File: config.mk
export PLATFORM = sky130hd
export DESIGN_NAME = bsg_two_fifo_reader_width_p3
export DESIGN_NICKNAME = d
export VERILOG_FILES = /design/src/rtl/bsg_two_fifo_reader_width_p3_pkg.sv /design/src/rtl/bsg_two_fifo_reader_width_p3_dff.sv /design/src/rtl/bsg_two_fifo_reader_width_p3.sv
export SDC_FILE = /design/constraint.sdc
export NUM_CORES = 1
export LEC_CHECK = 0
export ABC_AREA = 1
export ABC_CLOCK_PERIOD_IN_PS = 1150
export CAP_MARGIN = 20
export CORE_MARGIN = 2
export CORE_UTILIZATION = 29
export CTS_BUF_LIST = sky130_fd_sc_hd__clkbuf_16
export CTS_CLUSTER_SIZE = 24
export DETAILED_ROUTE_END_ITERATION = 12
export PLACE_DENSITY = 0.51
export SLEW_MARGIN = 0
export SYNTH_ARGS = -nofsm -noshare
export SYNTH_HDL_FRONTEND = slang
export SYNTH_HIERARCHICAL = 1
export SYNTH_SLANG_ARGS = --single-unit
File: constraint.sdc
create_clock -name clk_i -period 1.15 [get_ports clk_i]
set_input_delay 0.1725 -clock clk_i [delete_from_list [all_inputs] [get_ports clk_i]]
set_output_delay 0.1725 -clock clk_i [all_outputs]
set_load 0.005 [all_outputs]
File: src/rtl/bsg_two_fifo_reader_width_p3_pkg.sv
// Shared constants for the two-entry ready/valid FIFO.
package bsg_two_fifo_reader_width_p3_pkg;

    // Default payload width in bits.
    localparam int WIDTH_DEFAULT = 3;

    // Entry count; the pointer/full-flag scheme only works for two entries.
    localparam int ELS_DEFAULT = 2;

endpackage

File: src/rtl/bsg_two_fifo_reader_width_p3_dff.sv
// Width-parameterized register with load enable and async active-low clear.
module bsg_dff_en_async_reset_n
    import bsg_two_fifo_reader_width_p3_pkg::*;
#(
    parameter int width_p = WIDTH_DEFAULT
) (
    input  logic               clk_i,
    input  logic               reset_n_i,
    input  logic               en_i,
    input  logic [width_p-1:0] data_i,
    output logic [width_p-1:0] data_o
);

    // Load on enable; clear immediately when reset asserts.
    always_ff @(posedge clk_i or negedge reset_n_i) begin
        if (!reset_n_i) begin
            data_o <= '0;
        end else if (en_i) begin
            data_o <= data_i;
        end
    end

endmodule

File: src/rtl/bsg_two_fifo_reader_width_p3.sv
// Two-entry FIFO with ready/valid input and valid/yumi output. Outputs come
// straight from registers, so there is no combinational path from the
// producer to the consumer side.
module bsg_two_fifo_reader_width_p3
    import bsg_two_fifo_reader_width_p3_pkg::*;
#(
    parameter int width_p = WIDTH_DEFAULT,
    parameter int els_p   = ELS_DEFAULT
) (
    input  logic               clk_i,
    input  logic               reset_n_i,
    input  logic               v_i,
    input  logic [width_p-1:0] data_i,
    output logic               ready_o,
    output logic               v_o,
    output logic [width_p-1:0] data_o,
    input  logic               yumi_i
);

    logic                          wptr;
    logic                          rptr;
    logic                          full;
    logic                          empty;
    logic                          enq;
    logic                          deq;
    logic [els_p-1:0][width_p-1:0] mem;

    // Equal pointers mean either empty or full; the full flag disambiguates.
    assign empty   = (wptr == rptr) && !full;
    assign ready_o = !full;
    assign v_o     = !empty;
    assign enq     = v_i && ready_o;
    assign deq     = yumi_i && v_o;
    assign data_o  = mem[rptr];

    // One storage register per entry; only the entry at wptr loads on enqueue.
    for (genvar i = 0; i < els_p; i++) begin : g_entry
        bsg_dff_en_async_reset_n #(
            .width_p (width_p)
        ) u_entry (
            .clk_i     (clk_i),
            .reset_n_i (reset_n_i),
            .en_i      (enq && (wptr == 1'(i))),
            .data_i    (data_i),
            .data_o    (mem[i])
        );
    end

    // Pointer and full-flag update; 1-bit pointers wrap naturally.
    always_ff @(posedge clk_i or negedge reset_n_i) begin
        if (!reset_n_i) begin
            wptr <= 1'b0;
            rptr <= 1'b0;
            full <= 1'b0;
        end else begin
            if (enq) wptr <= !wptr;
            if (deq) rptr <= !rptr;
            // Any dequeue frees a slot; an unmatched enqueue that catches the
            // read pointer fills the block.
            if (deq) begin
                full <= 1'b0;
            end else if (enq && ((!wptr) == rptr)) begin
                full <= 1'b1;
            end
        end
    end

endmodule

==> metrics.md <==
| Metric | Value |
|---|---|
| Flop pwr share | `26.4%` |
| PD cells | `3028 nW/µm²` |
| DIE HEIGHT | `between 40 and 50 µm` |
| Post-Syn Area | `approximately 430 µm²` |
| Total track usage | `approximately 13%` |
| WP data required | `just under 1 ns` |
| Vias in the first global route | `a little over 400` |
| Synth Instances | `55` |
| Worst-Margin Slew | `0.1392 ns` |
| Cells taking the most area after synthesis | `dfrtp_1, nand2_1, inv_2` |
| Initial core utilization | `around a third` |
| Synth area leader | `dfrtp_1` |
| CP max stage delay | `0.43 ns` |
| Failing checks | `negative setup slack` |
| CTS buffer count | `3` |
| Vias | `a little over 400` |
| Number of port buffers | `11` |
| Most common cell in the netlist | `nand2_1` |
| Startpoint Class | `flip-flop` |
| Setup TNS after final layout | `-0.2299 ns` |
| Clock Power Share | `26.2%` |
| Core footprint | `around 1300 µm²` |
| Status | `finished, violations left` |
| Synth warn | `6` |
| Final Non-Filler Cells | `97` |
| First-pass GRT wire length | `1.697 mm` |
| Antenna violations before repair | `0` |
| Antenna diodes | `0` |
| Switch Pwr | `765.6 µW` |
| Syn Nets | `62` |
| Internal power | `1519 µW` |
| Highest ir drop seen on vdd | `0.001009 V` |
| Post-route minimum period | `1.235 ns` |
| Cts hold-fix bufs | `0` |
| Worst r2r src | `rptr$_DFFE_PN0P_` |
| RSZ-0062 raised after global routing | `true` |
| Switching Fraction | `33.52%` |
| 1st-pass router iterations | `3` |
| Path depth of the worst reg2reg path | `8` |
| Average footprint of a synthesized cell | `7.803 µm²` |
| Worst skew pair latency | `0.23 ns` |
| DRT Wirelength | `1.062 mm` |
| Reg2reg setup slack | `0.07 ns` |
| Remaining antenna violation count | `0` |
| Top cells by count, synth | `nand2_1, dfrtp_1, inv_2` |
| Max transition margin | `90.72%` |
| DRC viols | `0` |
| Max Root-Sink Buffers | `2` |
| Largest fanout on the critical path | `5` |
| Initial DRC count | `5` |
| CTS sink cnt | `9` |
| H-tree depth | `1` |
| Clk root buf | `clkbuf_16` |
| Crit path to | `v_o` |
| Final Hold Vio Count | `0` |
| Setup WS post-layout | `-0.08498 ns` |
| Post-synth EDFFs | `0` |
| Max Cap Viol | `0` |
| Die W | `42.47 µm` |
| Most used cell, CP | `buf_6` |
| Vias per cell | `4.227` |
| RD Place Congestion | `0.7393` |
| R2r endpoint | `rptr$_DFFE_PN0P_` |
| Crit. Startpoint | `rptr$_DFFE_PN0P_` |
| Nets@finish | `90` |
| Lkg Pwr | `0.0004097 µW` |
| Area share of the largest cell type after synthesis | `a little over half` |
| Synthesis-stage register bit count | `9` |
| WL/cell | `10.95 µm` |
| Remaining Overflow, GRT | `0` |
| WS Path Type | `reg -> out` |
| # IOs | `12` |
| Cell Chain, Critical Path | `inv_2 -> buf_6 -> nand2_4 -> nand3_4 -> buf_6` |
| CP Capture Type | `output port` |
| Synth cell types | `11` |
| CTS tree | `done` |
| Reg clk slew, reported paths | `0.04 ns` |
| Pwr Total | `roughly 2300 µW` |
| Share of cells above drive strength 1 | `42.68%` |
| Fin. max-slew vios | `0` |
| Final Skew | `0.001597 ns` |
| Hold WC Path Type | `in -> async` |
| CP arrival | `1.06 ns` |
| Row Count | `13` |
| Slowest cell on the critical path | `dfrtp_2` |
| Crit share post-route | `107.4%` |
| Logic pwr share | `47.3%` |
| Ys async rst share | `100.0%` |
| Main synth FF type | `dfrtp_1` |
| Largest net degree at the start of global routing | `10` |
| Fmax | `approximately 0.81 GHz` |
| Die area | `1804 µm²` |
| Placed Cells | `87` |
| Setup violations, final | `3` |
| P&R area growth vs syn | `75.80%` |
| Sequential area share after synthesis | `52.48%` |
| DP HPWL | `703.6 µm` |
sequential cells by signal, summed over array words and instances (netlist names):
| register | flops |
|---|---|
| rptr | 1 |
| full | 1 |
| g_entry.u_entry/data_o | 6 |
| wptr | 1 |
cell usage in the layout, fill, tap and decap left out, drive strengths merged:
cell type and instances:
nand2 34, buf 16, dfrtp 9, inv 7, clkdlybuf4s50 6, clkbuf 3
nor2 2, nand3 2, xor2 1, a21oi 1, dlygate4sd2 1
metrics by stage:
step | utilization [%] | setup slack (ns) | hold WS [ns] | instance area, µm²
after floorplan | - | 0.1297 | -0.1231 | 429.2
after global placement | 45.22 | -0.1838 | 0.4682 | 603.1
after detailed placement | 45.22 | -0.2015 | 0.4646 | 603.1
after CTS | 53.75 | -0.09947 | 0.2360 | 716.9
after global routing | 56.57 | -0.1316 | 0.2677 | 754.5
final | 56.57 | -0.08498 | 0.2275 | 754.5
kinds of logic after synthesis:
logic type	synth area share [%]
flops	52.48
compound gates	1.165
simple gates	39.07
buf+inv	5.247
xor+xnor	2.041
layer usage:
metal	track usage (%)	wire length (µm)	share of wire (%)	up-vias
met4	9.375	21	2.0	0
met1	16.04	463	44	178
li1	-	-	-	217
met5	0	0	0	-
met2	19.69	514	48	13
met3	4.741	63	5.9	2
worst min path at each step:
| stage | start | end | slack (ns) | depth (start not counted) |
|---|---|---|---|---|
| 2_1_floorplan | reset_n_i | full$_DFFE_PN0P_ | -0.12 | 0 |
| 3_3_place_gp | g_entry[1].u_entry/data_o[0]$_DFFE_PN0P_ | g_entry[1].u_entry/data_o[0]$_DFFE_PN0P_ | 0.47 | 2 |
| 3_5_place_dp | g_entry[1].u_entry/data_o[0]$_DFFE_PN0P_ | g_entry[1].u_entry/data_o[0]$_DFFE_PN0P_ | 0.46 | 2 |
| 4_1_cts | reset_n_i | g_entry[1].u_entry/data_o[1]$_DFFE_PN0P_ | 0.24 | 2 |
| 5_1_grt | reset_n_i | g_entry[0].u_entry/data_o[1]$_DFFE_PN0P_ | 0.27 | 2 |
| 6_report | reset_n_i | g_entry[1].u_entry/data_o[1]$_DFFE_PN0P_ | 0.23 | 2 |
layout make-up:
| class | count | area [µm²] |
|---|---|---|
| clock buffer | 3 | 75.07 |
| timing repair buffer | 23 | 200.2 |
| sequential | 9 | 227.7 |
| multi-input combinational | 40 | 206.4 |
| fill | 133 | 579.3 |
| tap | 15 | 18.77 |
| inverter | 6 | 22.52 |
| clock inverter | 1 | 3.754 |
what timing repair did:
item / CTS / global route
setup buffers: 5 / 1
resized for setup: 22 / 10
endpoints found under the hold margin: 0 / 0
setup endpoints to repair: 5 / 12
pin swaps: 0 / 3
worst max-delay path: cells and delay by family (launching register included):
family / cells / cell delay, ns
buffers and inverters: 3 / 0.30
flip-flops: 1 / 0.43
AND/OR/NAND/NOR: 2 / 0.10
power groups by stage:
stage	Clock (µW)	Combinational (µW)	Sequential (µW)
floorplan	0	442	558
global placement	0	869	590
detailed placement	0	868	590
CTS	608	969	583
global route	636	1200	626
finish	600	1080	604
(Power assumes the default switching activity.)
